<file path="src/rtl/imem_pkg.sv">
// Shared definitions for the instruction-memory loader and the instruction memory.
package imem_pkg;

    // Loader FSM encoding, fixed so debug dumps read the same across builds.
    typedef enum logic [2:0] {
        IDLE = 3'd0,
        HDR  = 3'd1,
        DATA = 3'd2,
        CSUM = 3'd3,
        DONE = 3'd4,
        ERR  = 3'd5
    } state_t;

    // Length header size in bytes (little-endian 32-bit payload length).
    localparam int HDR_BYTES = 4;

    // Default instruction-memory geometry, shared with the memory itself.
    localparam int IMEM_ADDR_W = 10;
    localparam int IMEM_DEPTH  = 1024;

endpackage

</file>
<file path="src/rtl/imem_loader_hdr.sv">
// Little-endian 4-byte length assembler. o_len is valid (combinationally) in the
// cycle the last header byte is accepted, so the FSM can branch on that same edge.
module imem_loader_hdr
    import imem_pkg::*;
(
    input  logic        clk,
    input  logic        rst_n,
    input  logic        i_clr,
    input  logic        i_beat,
    input  logic [7:0]  i_data,
    output logic [31:0] o_len,
    output logic        o_len_valid
);

    logic [23:0] r_shift;
    logic [1:0]  r_cnt;

    // The fourth byte is taken straight from the input; only the first three are stored.
    assign o_len       = {i_data, r_shift};
    assign o_len_valid = i_beat && (r_cnt == 2'(HDR_BYTES - 1));

    // Shift accepted bytes in from the top so the first byte lands in bits [7:0].
    always_ff @(posedge clk) begin
        // NOTE: state registers use non-blocking assignments so every flop samples pre-edge values.
        if (!rst_n || i_clr) begin
            r_shift <= '0;
            r_cnt   <= '0;
        end else if (i_beat) begin
            r_shift <= {i_data, r_shift[23:8]};
            r_cnt   <= r_cnt + 2'd1;
        end
    end

endmodule

</file>
<file path="src/rtl/imem_loader.sv">
// Instruction-memory loader: parses a length header from a byte stream and writes
// the payload through a single-byte port, holding the CPU in reset until done.
// Optional trailing XOR checksum byte is enabled by defining IMEM_LOADER_CSUM_EN.
module imem_loader
    import imem_pkg::*;
#(
    parameter int ADDR_W    = IMEM_ADDR_W,
    parameter int DEPTH     = IMEM_DEPTH,
    parameter int BASE_ADDR = 0
) (
    input  logic              clk,
    input  logic              rst_n,
    input  logic              start,
    input  logic              in_valid,
    input  logic [7:0]        in_data,
    output logic              in_ready,
    output logic              mem_we,
    output logic [ADDR_W-1:0] mem_addr,
    output logic [7:0]        mem_wdata,
    output logic              busy,
    output logic              done,
    output logic              err,
    output logic              cpu_hold
);

    localparam logic [31:0] MAX_LEN = 32'(DEPTH - BASE_ADDR);
    localparam logic [31:0] BASE32  = 32'(BASE_ADDR);

    state_t            r_state;
    logic              r_in_ready;
    logic              r_mem_we;
    logic [ADDR_W-1:0] r_mem_addr;
    logic [7:0]        r_mem_wdata;
    logic              r_busy;
    logic              r_done;
    logic              r_err;
    logic              r_cpu_hold;
    logic [31:0]       r_idx;
    logic [31:0]       r_len;
`ifdef IMEM_LOADER_CSUM_EN
    logic [7:0]        r_csum;
`endif

    logic        w_beat;
    logic        w_restart;
    logic [31:0] w_len;
    logic        w_len_valid;

    // in_ready is a register, so acceptance never depends combinationally on in_valid.
    assign w_beat    = in_valid && r_in_ready;
    assign w_restart = start && (r_state == IDLE || r_state == DONE || r_state == ERR);

    imem_loader_hdr u_hdr (
        .clk         (clk),
        .rst_n       (rst_n),
        .i_clr       (w_restart),
        .i_beat      (w_beat && (r_state == HDR)),
        .i_data      (in_data),
        .o_len       (w_len),
        .o_len_valid (w_len_valid)
    );

    assign in_ready  = r_in_ready;
    assign mem_we    = r_mem_we;
    assign mem_addr  = r_mem_addr;
    assign mem_wdata = r_mem_wdata;
    assign busy      = r_busy;
    assign done      = r_done;
    assign err       = r_err;
    assign cpu_hold  = r_cpu_hold;

    // Load FSM with registered handshake, status and write-port outputs.
    always_ff @(posedge clk) begin
        if (!rst_n) begin
            // NOTE: clearing r_mem_we here also drops a write whose beat landed on the reset edge.
            r_state     <= IDLE;
            r_in_ready  <= 1'b0;
            r_mem_we    <= 1'b0;
            r_mem_addr  <= '0;
            r_mem_wdata <= '0;
            r_busy      <= 1'b0;
            r_done      <= 1'b0;
            r_err       <= 1'b0;
            r_cpu_hold  <= 1'b1;
            r_idx       <= '0;
            r_len       <= '0;
`ifdef IMEM_LOADER_CSUM_EN
            r_csum      <= '0;
`endif
        end else begin
            // NOTE: default-low strobe each cycle makes mem_we a one-cycle pulse per beat.
            r_mem_we <= 1'b0;
            case (r_state)
                IDLE, DONE, ERR: begin
                    if (start) begin
                        r_state    <= HDR;
                        r_in_ready <= 1'b1;
                        r_busy     <= 1'b1;
                        r_done     <= 1'b0;
                        r_err      <= 1'b0;
                        r_cpu_hold <= 1'b1;
                        r_idx      <= '0;
`ifdef IMEM_LOADER_CSUM_EN
                        r_csum     <= '0;
`endif
                    end
                end
                HDR: begin
                    if (w_len_valid) begin
                        r_len <= w_len;
                        r_idx <= '0;
                        if (w_len == 32'd0) begin
`ifdef IMEM_LOADER_CSUM_EN
                            r_state    <= CSUM;
`else
                            r_state    <= DONE;
                            r_in_ready <= 1'b0;
                            r_busy     <= 1'b0;
                            r_done     <= 1'b1;
                            r_cpu_hold <= 1'b0;
`endif
                        end else if (w_len > MAX_LEN) begin
                            r_state    <= ERR;
                            r_in_ready <= 1'b0;
                            r_busy     <= 1'b0;
                            r_err      <= 1'b1;
                        end else begin
                            r_state <= DATA;
                        end
                    end
                end
                DATA: begin
                    if (w_beat) begin
                        r_mem_we    <= 1'b1;
                        r_mem_addr  <= ADDR_W'(BASE32 + r_idx);
                        r_mem_wdata <= in_data;
                        r_idx       <= r_idx + 32'd1;
`ifdef IMEM_LOADER_CSUM_EN
                        r_csum      <= r_csum ^ in_data;
`endif
                        if (r_idx == r_len - 32'd1) begin
`ifdef IMEM_LOADER_CSUM_EN
                            r_state    <= CSUM;
`else
                            r_state    <= DONE;
                            r_in_ready <= 1'b0;
                            r_busy     <= 1'b0;
                            r_done     <= 1'b1;
                            r_cpu_hold <= 1'b0;
`endif
                        end
                    end
                end
`ifdef IMEM_LOADER_CSUM_EN
                CSUM: begin
                    if (w_beat) begin
                        r_in_ready <= 1'b0;
                        r_busy     <= 1'b0;
                        if (in_data == r_csum) begin
                            r_state    <= DONE;
                            r_done     <= 1'b1;
                            r_cpu_hold <= 1'b0;
                        end else begin
                            r_state <= ERR;
                            r_err   <= 1'b1;
                        end
                    end
                end
`endif
                default: begin
                    r_state    <= IDLE;
                    r_in_ready <= 1'b0;
                    r_busy     <= 1'b0;
                    r_cpu_hold <= 1'b1;
                end
            endcase
        end
    end

endmodule
</file>
<file path="config.mk">
export PLATFORM = sky130hd
export DESIGN_NAME = imem_loader
export DESIGN_NICKNAME = d
export VERILOG_FILES = /design/src/rtl/imem_pkg.sv /design/src/rtl/imem_loader_hdr.sv /design/src/rtl/imem_loader.sv
export SDC_FILE = /design/constraint.sdc
export NUM_CORES = 1
export LEC_CHECK = 0
export CORE_ASPECT_RATIO = 1.2
export CORE_MARGIN = 8
export CORE_UTILIZATION = 37
export DETAILED_ROUTE_END_ITERATION = 16
export PLACE_DENSITY_LB_ADDON = 0.3
export SLEW_MARGIN = 40
export SYNTH_ARGS = -nofsm -noshare
export SYNTH_HDL_FRONTEND = slang
export SYNTH_SLANG_ARGS = --single-unit
</file>
<file path="constraint.sdc">
create_clock -name clk -period 4.3 [get_ports clk]
set_input_delay 0.43 -clock clk [delete_from_list [all_inputs] [get_ports clk]]
set_output_delay 0.43 -clock clk [all_outputs]
set_load 0.01 [all_outputs]
</file>
== After elaboration in Yosys (flattened, before gate mapping) ==
Index checks and enable logic that the tools add are counted.

* Bits in registers: 116
* Input bits: 12
* Output and inout port bits: 24
* Word-level logic and storage cells: 84

* Add/subtract/negate cells: 3
* $lt $le $gt $ge: 1
* Eq/ne operators: 14
* Mux-type cells: 32
* Reduce and logical (&&, ||, !) cells: 22

{| class="wikitable"
|+ Operators with widths
! cell !! count
|-
| $mux 32 || 3
|-
| $pmux 32 s3 || 1
|-
| $add 32x1->32 const B || 1
|-
| $eq 32x32->1 || 1
|-
| $gt 32x11->1 const B || 1
|-
| $logic_not 32->1 || 1
|-
| $sub 32x1->32 const B || 1
|-
| $mux 3 || 6
|-
| $mux 1 || 17
|-
| $reduce_and 5->1 || 3
|-
| $pmux 1 s3 || 3
|-
| $pmux 3 s3 || 1
|-
| $ne 2x2->1 const B || 4
|-
| $reduce_and 4->1 || 2
|-
| $eq 3x3->1 const B || 2
|-
| $ne 2x1->1 const B || 3
|-
| $reduce_and 2->1 || 3
|-
| $reduce_and 6->1 || 1
|-
| $logic_and 1x1->1 || 4
|-
| $eq 3x1->1 const B || 1
|-
| $eq 3x2->1 const B || 1
|-
| $logic_not 3->1 || 1
|-
| $logic_or 1x1->1 || 3
|-
| $ne 3x1->1 const B || 1
|-
| 7 further kinds || 7
|}

== Logic depth before layout (Yosys ltp) ==
Gate-level depths: netlist of run 1.

* Word-level depth: 5
* Mapped depth: 11
* Gate-level depth less buffers: 10

== Modules after synthesis ==
A second synthesis of run 1 with hierarchy kept.

* Cells, all modules: 698
* Area total of the unflattened synthesis: 5,831.8 um^2

{| class="wikitable"
|+ Modules (own cells, without submodules)
! module !! times used !! cells an instance !! area an instance (um^2) !! sequential area each (um^2)
|-
| imem_loader || 1 || 603 || 4,784.6 || 1,801.7
|-
| imem_loader_hdr || 1 || 95 || 1,047.3 || 520.5
|}

== Worst setup path before layout of run 1 ==
No wires, ideal clock.

* Kind: register -> register
* Start point: register r_len[0]
* End point: register r_busy, in the netlist busy
* Library setup time: 0.119 ns
* Arrival time: 2.855 ns
* Required time: 4.181 ns
* Setup slack: 1.326 ns
* Cell stages (with the launch flop): 12
* Buffers on the path: 1
* Period minus slack after synthesis: 2.974 ns
* Cell sequence: dfxtp_1 > inv_1 > ha_1 > or4b_2 > or4_4 > buf_6 > nor2_1 > mux2i_1 > a21oi_2 > nor4b_2 > a21oi_2 > o221a_1

* Word-level cells in the longest chain between the ends: 4

{| class="wikitable"
|+ Ends and longest elaborated chain
! item !! line !! source
|-
| start, declared || imem_loader.sv:39 || <nowiki>logic [31:0] r_len;</nowiki>
|-
| start signal, assigned || imem_loader.sv:110 || <nowiki>r_len <= w_len;</nowiki>
|-
| $sub 32x1->32 || imem_loader.sv:141 || <nowiki>if (r_idx == r_len - 32'd1) begin</nowiki>
|-
| $eq 32x32->1 || imem_loader.sv:141 ||
|-
| $ne 2x2->1 (no source line) || -- ||
|-
| $reduce_and 5->1 (no source line) || -- ||
|-
| end signal, assigned || imem_loader.sv:125 || <nowiki>r_busy <= 1'b0;</nowiki>
|-
| end signal, assigned || imem_loader.sv:147 || <nowiki>r_busy <= 1'b0;</nowiki>
|-
| end signal, assigned || imem_loader.sv:173 || <nowiki>r_busy <= 1'b0;</nowiki>
|-
| end, declared || imem_loader.sv:34 || <nowiki>logic r_busy;</nowiki>
|}

No other way between the ends.
A chain may end at the register's enable or synchronous reset.

== Worst setup path after layout of run 1 ==
Same ends and word-level chain as after synthesis.

==> summary.txt, run 1 <==
status - finished, final reports clean
Die X-Extent - 130.8 um
FF-to-FF setup slack - 0.94 ns
Final Skew - 0.006363 ns
fillers - 1623
setup bufs post-CTS - 0
largest net degree at the start of global routing - 65
element type at the critical path end - flip-flop
Register Area - 2322 sq um
Synth Instances - 748
Die H - 153.7 um
clk_lat worst skew - 0.42 ns
sequential-to-total area share from yosys stat - 39.72%
H-tree Lvls - 4
Vias - 5162
number of global-route vias before repair - 4854
Static Leak - 2.397 nW
reg2reg end - busy
Compound-Gate Fraction of Synth Area - 15.24%
Worst path depth - 10
peak supply drop - 0.0001875 V
Synth area leader - dfxtp_1
final core occ - 44.53%
CP Cell Sequence - inv_1, ha_1, or4b_1, nor4b_2, nand3_1, a211oi_1, o221ai_2, nor4b_2, a21oi_2, o221a_1
largest stage delay on the critical path - 0.55 ns
RSZ-0062 raised after global routing - no
Setup WS pre-CTS - 1.020 ns
initial drt markers - 422
CTS root buffer - clkbuf_16
overall power - 2.566 mW
CP Buf/Inv Count - 1
Hold WS - 0.4611 ns
Setup crit start - r_len[0]
FMAX - 297.5 MHz
Post-synth top flop - dfxtp_1
Hold Crit Class - flip-flop to flip-flop
setup ws final - 0.9384 ns
final setup fails - 0
slowest stage cell, crit path - or4b_1
type of the worst setup path - flip-flop to flip-flop
largest family of logic cells by synthesized area - simple AND/OR/NAND/NOR gates
CP startpoint kind - flip-flop
share of cells above drive strength 1 - 7.445%
vias per inst - 5.230
worst reg2reg startpoint - r_len[0]
Post-synth EDFFs - 0
Slew HR - 50.41%
crit-path max FO - 7
Final Cycle Share - 78.18%
initial antenna violation count - 0
Post-synth ARST share - 0%
worst-case clock buffer depth - 2
Clock Pin Slew Worst Setup and Hold Paths - 0.06 ns
# port buffers - 35
Multi-input gate area - 3341 sq um
final WL - 15.74 mm
hold-fix buffers at CTS - 0
Min Clock Period, post-route - 3.362 ns
GP Congestion - 0.9158
P per Cell Area - 371.4 nW/um^2
Final Hold Viols - 0
total gr overflow - 0
drt wl/cell - 15.94 um
n_diodes - 0
syn_nets - 763
Num CTS Buffers - 17
critical path required time - 4.61 ns
Adder-Cell Fraction of Synth Area - 0.6420%
ranking of synthesized cells by area - dfxtp_1 (40%), nand2_1 (12%), a21boi_0 (6.5%), xor2_1 (5.1%), xnor2_1 (4.6%)
DRT Pass-1 Iters - 5
top cell type's share of synthesized area - 39.72%
IO Count - 36
Antenna Nets Post-Route - 0
CTS tree - built
crit path to - busy
Total Die Area - 20100 sq um
crit path DAT - 3.67 ns
Residual DRC - 0
Site Rows - 50
max-slew violation count - 0
Yosys reg bits - 116
core area - 15510 sq um
Worst Tran Pin Value - 0.7418 ns
Final TNS setup - 0 ns
Synth warnings - 0
area grow syn2layout - 18.17%
CP most frequent cell - nor4b_2
max cap viols - 0
Distinct cells, synth - 60
clock sinks - 116
mux contribution to synthesized area - 0.8560%
mapped cell area - 5847 sq um
first-pass GRT wire length - 25.80 mm
post-CTS sizing - 0
Initial Utilization - 37.69%
total track usage - 16.48%
DP HPWL - 11.39 mm
Final #Nets - 781
Worst R2R Path Depth - 10
Synth Area in Simple Gates - 30.43%
cell family with most CP delay - simple AND/OR/NAND/NOR gates
syn_area_per_cell - 7.817 sq um
Post-Synth XOR/XNOR Area - 9.737%
==> layer usage <==
| metal | GRT usage (%) | vias up | wire length (um) |
|---|---|---|---|
| met5 | 0 | - | 0 |
| met4 | 7.014 | 0 | 343 |
| met3 | 3.875 | 21 | 621 |
| met2 | 27.05 | 122 | 7856 |
| met1 | 20.01 | 2414 | 6913 |
| li1 | - | 2605 | - |
==> flip-flops by register name, indices dropped and copies added (netlist names) <==
name,cells
u_hdr.r_shift,24
err,1
mem_addr,10
cpu_hold,1
r_len,32
busy,1
u_hdr.r_cnt,2
mem_wdata,8
r_state,3
r_idx,32
mem_we,1
done,1
==> through the flow <==
step / area (sq um) / instances
after global placement: 6326 / 955
final: 6909 / 987
after detailed placement: 6336 / 955
after CTS: 6909 / 987
after floorplan: 5847 / 748
after global routing: 6909 / 987
==> final cells by class <==
type,instances,area share (%)
inverter,8,0.4346
timing repair buffer,40,5.541
tap,208,3.767
clock buffer,21,6.809
clock inverter,11,1.485
sequential,116,33.61
multi-input combinational,583,48.35
==> synth_stat cells (all sizes together) (4+ instances only) <==
master and instances:
nand4b 4, xor2 34, or4 8, a21boi 51, nand4 6, dfxtp 116, and3 7, a21oi 36
nand2b 5, xnor2 31, or2 4, nor4 19, or3 12, nor2 63, nand2 187, inv 8
buf 4, nand3 27, clkbuf 37, mux2i 5, o21ai 14, nor2b 7, o31ai 4, nor3 15
==> where the power goes <==
group          switching [mW]  total (mW)  internal, mW  leakage [nW]
registers              0.0102        1.09          1.08         0.935
logic                  0.0737       0.116        0.0425          1.19
clock network           0.518        1.36         0.839         0.275
==> kinds of logic after synthesis <==
logic type      after synthesis
buf+inv                      49
fa+ha+maj                     3
xor+xnor                     65
flops                       116
mux                           5
simple gates                380
compound gates              130
==> tightest hold or removal path: stages (launching register included) <==
cell and delay (ns):
dfxtp_1 0.30, nand2_1 0.04, a21boi_0 0.06
==> cell usage in the layout, fill, tap and decap left out, types with 3 or more instances in the layout <==
cell,Yosys,layout
nand4b_1,4,4
inv_1,8,8
clkdlybuf4s50_1,0,34
a21oi_1,34,34
buf_4,1,5
nor2b_1,7,7
and3_1,7,7
nand4_1,6,6
clkinvlp_4,0,3
xnor2_1,31,31
nand2_1,187,185
nor2_1,63,63
dfxtp_1,116,116
nor3_1,15,15
nand2b_1,5,5
o31ai_1,4,4
nor4_1,18,18
a211o_1,3,3
or3b_2,3,3
o21ai_0,14,13
clkinv_4,0,3
mux2i_1,5,5
or3_1,12,12
nand3_1,27,26
xor2_1,34,34
a21boi_0,51,51
clkinv_2,0,3
or2_2,4,4
clkbuf_16,0,17
clkbuf_8,0,3
ha_1,3,3
or4_1,7,7
==> worst min path at each step <==
stage / startpoint / endpoint / slack (ns) / cells past startpoint
floorplan: u_hdr.r_cnt[1] / u_hdr.r_cnt[1] / 0.44 / 2
global placement: u_hdr.r_cnt[1] / u_hdr.r_cnt[1] / 0.45 / 2
detailed placement: mem_wdata[2] / mem_wdata[2] / 0.46 / 2
CTS: mem_wdata[2] / mem_wdata[2] / 0.46 / 2
global route: u_hdr.r_cnt[1] / u_hdr.r_cnt[1] / 0.49 / 2
finish: mem_wdata[2] / mem_wdata[2] / 0.46 / 2
Note: power is estimated with default switching activity, not from simulation.
==> run 2: changes to the inputs <==
==> constraint.sdc (replaced) <==
create_clock -name clk -period 3.4 [get_ports clk]
set_input_delay 0.34 -clock clk [delete_from_list [all_inputs] [get_ports clk]]
set_output_delay 0.34 -clock clk [all_outputs]
set_load 0.01 [all_outputs]
==> run 2 against run 1 <==
  * Power is 28% higher
  * Critical path type unchanged
  * First-iteration DRC count is 21% lower
  * Critical path depth stayed put
  * Largest cell class unchanged
  * Combinational power is 31% higher
==> summary.txt, run 2 (synthesis results as in run 1) <==
Final TNS setup - 0 ns (unchanged)
reg2reg end - busy
area grow syn2layout - 19.73%
initial drt markers - 333 (-21%)
Clock Pin Slew Worst Setup and Hold Paths - 0.05 ns (about the same)
most common cell after layout, fill and taps aside - nand2_1
vias per inst - 5.135 (-1.8%)
Antenna Nets Post-Route - 0 (unchanged)
DP Area - 6416 sq um (+1.3%)
DP HPWL - 11.53 mm (+1.1%)
critical path required time - 3.71 ns (-0.90 ns)
WHS Path Cells - 2 (unchanged)
Final Hold Viols - 0 (unchanged)
Vias - 5114 (-0.93%)
fillers - 1610 (-0.80%)
total gr overflow - 0 (unchanged)
Worst R2R Path Depth - 10 (unchanged)
CP startpoint kind - flip-flop
most frequent cells in the layout - nand2_1 (186), dfxtp_1 (116), nor2_1 (63)
HP Start - mem_wdata[4]
DRT Pass-1 Iters - 5 (unchanged)
element type at the critical path end - flip-flop
worst reg2reg startpoint - r_len[0]
final setup fails - 0 (unchanged)
max cap viols - 0 (unchanged)
number of global-route vias before repair - 4737 (-2.4%)
drt wl/cell - 15.84 um (-0.61%)
RSZ-0062 raised after global routing - no
FMAX - 315.6 MHz (+6.1%)
n_diodes - 0 (unchanged)
GP Congestion - 0.8976 (-2.0%)
Worst Tran Pin Value - 0.7490 ns (+0.007257 ns)
Hold Crit Class - flip-flop to flip-flop
CTS root buffer - clkbuf_16
Total Die Area - 20100 sq um (unchanged)
Die H - 153.7 um (unchanged)
Num CTS Buffers - 17 (unchanged)
peak supply drop - 0.0002948 V (+57%)
max-slew violation count - 0 (unchanged)
Static Leak - 2.460 nW (+2.6%)
Die X-Extent - 130.8 um (unchanged)
largest net degree at the start of global routing - 64 (-1.5%)
Min Clock Period, post-route - 3.169 ns (-0.1930 ns)
post-CTS sizing - 0 (unchanged)
Final #Nets - 792 (+1.4%)
type of the worst setup path - flip-flop to flip-flop
Initial Utilization - 37.69% (unchanged)
crit-path max FO - 7 (unchanged)
final WL - 15.78 mm (+0.29%)
core area - 15510 sq um (unchanged)
crit path DAT - 3.48 ns (-0.19 ns)
initial antenna violation count - 0 (unchanged)
IO Count - 36 (unchanged)
clk_lat worst skew - 0.43 ns (about the same)
non-filler cells, final - 996 (+0.91%)
Setup WS pre-CTS - 0.2460 ns (-0.7743 ns)
# port buffers - 35 (unchanged)
clock sinks - 116 (unchanged)
worst hold endpoint - mem_wdata[4]
# placed instances - 966 (+1.2%)
Residual DRC - 0 (unchanged)
Final Cycle Share - 93.19% (+15 points)
CTS tree - built
FF-to-FF setup slack - 0.23 ns (-0.71 ns)
Slew HR - 49.92% (-0.49 points)
worst-case clock buffer depth - 2 (unchanged)
first-pass GRT wire length - 25.59 mm (-0.80%)
biggest regs - r_idx (32), r_len (32), u_hdr.r_shift (24)
share of cells above drive strength 1 - 8.376% (+0.93 points)
setup ws final - 0.2314 ns (-0.7070 ns)
total track usage - 16.49% (about the same)
hold-fix buffers at CTS - 0 (unchanged)
P per Cell Area - 468.3 nW/um^2 (+26%)
status - finished, final reports clean
Final Cell Area - 7000 sq um (+1.3%)
setup bufs post-CTS - 0 (unchanged)
Final Skew - 0.008125 ns (+0.001762 ns)
Site Rows - 50 (unchanged)
H-tree Lvls - 4 (unchanged)
==> run 2: cell count changes in the layout (fill, tap and decap cells not counted), sizes merged <==
cell	previous run	this run
bufinv	1	2
buf	6	17
clkinv	6	3
clkinvlp	3	4
inv	9	8
==> run 2: power by group <==
part	switching [mW]	leakage, nW	internal (mW)
clock	0.624	0.273	1.12
sequential	0.0122	0.935	1.37
combinational	0.0949	1.25	0.0567
==> run 2: area by class of cell <==
type	instances	area [sq um]	share of cell area, %
flip-flops and latches	116	2322	33.17
inverters	8	30.03	0.4290
multi-input cells	583	3347	47.81
well taps	208	260.3	3.718
repair buffers	51	465.4	6.649
clock buffers	21	470.5	6.720
clock inverters	9	105.1	1.501
==> run 2: worst max path at each step <==
stage,start,to,slack [ns],depth (start not counted)
floorplan,r_len[0],busy,0.43,11
global placement,r_len[0],busy,0.33,10
detailed placement,r_len[0],busy,0.25,10
CTS,r_len[0],busy,0.24,10
global route,r_len[0],busy,0.04,10
finish,r_len[0],busy,0.23,10
==> run 2: metrics by stage <==
step,utilization [%],hold WS [ns],total power [mW]
floorplan,-,0.4400,1.494
detailed placement,41.35,0.4550,1.561
global route,45.12,0.4706,3.386
CTS,45.06,0.4628,3.302
global placement,41.31,0.4491,1.562
finish,45.12,0.4621,3.279
==> run 2: worst max-delay path, stage by stage, from the launching register on <==
cell and delay [ns]:
dfxtp_1 0.34, inv_1 0.07, ha_1 0.27, or4b_2 0.61, or4_4 0.49, nor2_1 0.19
mux2i_1 0.23, a21oi_2 0.08, nor4b_2 0.37, a21oi_2 0.18, o221a_1 0.23
==> run 2: per-layer routing <==
| metal | wire length [um] | global-route usage (%) | vias to the layer above | share of wire [%] |
|---|---|---|---|---|
| met3 | 605 | 4.325 | 25 | 3.8 |
| li1 | - | - | 2620 | - |
| met2 | 7766 | 27.34 | 96 | 49 |
| met4 | 365 | 6.795 | 0 | 2.3 |
| met5 | 0 | 0 | - | 0 |
| met1 | 7043 | 19.58 | 2373 | 45 |
==> run 3: changes to the inputs <==
--- a/config.mk
+++ b/config.mk
@@ -5,6 +5,8 @@
 export SDC_FILE = /design/constraint.sdc
 export NUM_CORES = 1
 export LEC_CHECK = 0
+export CELL_PAD_IN_SITES_DETAIL_PLACEMENT = 0
+export CELL_PAD_IN_SITES_GLOBAL_PLACEMENT = 1
 export CORE_ASPECT_RATIO = 1.2
 export CORE_MARGIN = 8
 export CORE_UTILIZATION = 37
==> run 3 against run 2 <==
  * Clock-buffer cell count fell by 1
  * Hold slack got worse by 0.0023 ns
  * Critical path depth did not move
  * Maximum frequency fell by 1.0%
==> summary.txt, run 3 (synthesis results as in run 1) <==
DRT Pass-1 Iters - 5 (unchanged)
IO Count - 36 (unchanged)
CP most frequent cell - a21oi_2
P per Cell Area - 479.2 nW/um^2 (+2.3%)
clk_lat worst skew - 0.42 ns (about the same)
CTS tree - built
final setup fails - 0 (unchanged)
type of the worst setup path - flip-flop to flip-flop
slowest stage cell, crit path - or4b_2
Hold Crit Class - flip-flop to flip-flop
worst reg2reg startpoint - r_len[0]
Worst R2R Path Depth - 10 (unchanged)
Total Die Area - 20100 sq um (unchanged)
worst-case clock buffer depth - 2 (unchanged)
HP Start - mem_wdata[6]
crit path DAT - 3.51 ns (+0.03 ns)
CP Buf/Inv Count - 1 (unchanged)
initial antenna violation count - 0 (unchanged)
status - finished, final reports clean
Die X-Extent - 130.8 um (unchanged)
core area - 15510 sq um (unchanged)
post-CTS sizing - 0 (unchanged)
Die H - 153.7 um (unchanged)
RSZ-0062 raised after global routing - no
WHS Path Cells - 2 (unchanged)
reg2reg end - busy
Final Skew - 0.008039 ns (-0.00008663 ns)
initial drt markers - 318 (-4.5%)
FF-to-FF setup slack - 0.20 ns (-0.03 ns)
setup bufs post-CTS - 0 (unchanged)
GP Congestion - 0.8482 (-5.5%)
first-pass GRT wire length - 27.70 mm (+8.2%)
element type at the critical path end - flip-flop
Min Clock Period, post-route - 3.202 ns (+0.03358 ns)
Final Cycle Share - 94.18% (+0.99 points)
CP Cell Sequence - inv_1, ha_1, or4b_2, or4_4, nor2_1, mux2i_1, a21oi_2, nor4b_2, a21oi_2, o221a_1
Antenna Nets Post-Route - 0 (unchanged)
cell family with most CP delay - simple AND/OR/NAND/NOR gates
Num CTS Buffers - 17 (unchanged)
Multi-input gate area - 3338 sq um (-0.26%)
biggest regs - r_idx (32), r_len (32), u_hdr.r_shift (24)
Slew HR - 49.38% (-0.55 points)
# port buffers - 35 (unchanged)
Final #Nets - 793 (+0.13%)
critical path required time - 3.71 ns (about the same)
drt wl/cell - 16.84 um (+6.3%)
share of cells above drive strength 1 - 8.723% (+0.35 points)
crit-path max FO - 7 (unchanged)
Static Leak - 2.475 nW (+0.63%)
vias per inst - 5.303 (+3.3%)
Register Area - 2322 sq um (unchanged)
FMAX - 312.3 MHz (-1.0%)
largest stage delay on the critical path - 0.62 ns (about the same)
max-slew violation count - 0 (unchanged)
most frequent cells in the layout - nand2_1 (186), dfxtp_1 (116), nor2_1 (63)
Worst Tran Pin Value - 0.7524 ns (+0.003385 ns)
clock sinks - 116 (unchanged)
fillers - 1632 (+1.4%)
Final Cell Area - 7036 sq um (+0.50%)
Final Hold Viols - 0 (unchanged)
Site Rows - 50 (unchanged)
final WL - 16.82 mm (+6.6%)
hold-fix buffers at CTS - 0 (unchanged)
largest net degree at the start of global routing - 64 (unchanged)
Final TNS setup - 0 ns (unchanged)
Vias - 5298 (+3.6%)
H-tree Lvls - 4 (unchanged)
most common cell after layout, fill and taps aside - nand2_1
peak supply drop - 0.0002629 V (-11%)
max cap viols - 0 (unchanged)
Clock Pin Slew Worst Setup and Hold Paths - 0.06 ns (about the same)
area grow syn2layout - 20.33%
total track usage - 17.75% (+1.3 points)
Initial Utilization - 37.69% (unchanged)
DP HPWL - 12.59 mm (+9.3%)
CTS root buffer - clkbuf_16
n_diodes - 0 (unchanged)
CP startpoint kind - flip-flop
Residual DRC - 0 (unchanged)
number of global-route vias before repair - 5252 (+11%)
total gr overflow - 0 (unchanged)
DP Area - 6421 sq um (about the same)
worst hold endpoint - mem_wdata[6]
[run 3: area by class of cell]
| class | count | share of cell area, % |
|---|---|---|
| flip-flops and latches | 116 | 33.01 |
| clock buffers | 20 | 6.491 |
| well taps | 208 | 3.699 |
| multi-input cells | 583 | 47.45 |
| clock inverters | 12 | 2.205 |
| inverters | 8 | 0.4268 |
| repair buffers | 52 | 6.722 |
[run 3: worst max path at each step]
stage	start	endpoint	depth (start not counted)
floorplan	r_len[0]	busy	11
global placement	r_len[11]	busy	9
detailed placement	r_len[0]	busy	10
CTS	r_len[0]	busy	10
global route	r_len[0]	busy	10
finish	r_len[0]	busy	10
[run 3: where the power goes]
part           total [mW]  internal [mW]  switching (mW)  leakage (nW)
sequential           1.38           1.37          0.0123         0.935
combinational       0.153         0.0567          0.0962          1.24
clock                1.84           1.19           0.647         0.296
total                3.37           2.62           0.756          2.48
[run 3: per-stage QoR]
step	setup WS (ns)	power (mW)	cells	util, %	hold slack [ns]
after global placement	0.2889	1.562	967	41.35	0.4470
after CTS	0.2043	3.405	999	45.33	0.4619
after global routing	0.004841	3.488	999	45.35	0.4808
after detailed placement	0.2068	1.563	967	41.39	0.4540
final	0.1978	3.371	999	45.35	0.4598
after floorplan	0.4261	1.494	748	-	0.4400
[run 3: per-layer routing]
metal	vias up	share of wire [%]	track usage [%]
met3	29	3.2	3.356
met4	0	2.6	8.438
met5	-	0	0
met2	112	50	29.83
li1	2621	-	-
met1	2536	44	21.12
[run 3: worst register-to-register path: cells and delay by family, from the launching register on]
family	cells	cell delay [ns]
adders and majority gates	1	0.28
buffers and inverters	1	0.07
DFF	1	0.34
AOI/OAI and AO/OA	3	0.49
muxes	1	0.23
and+or+nand+nor	4	1.68
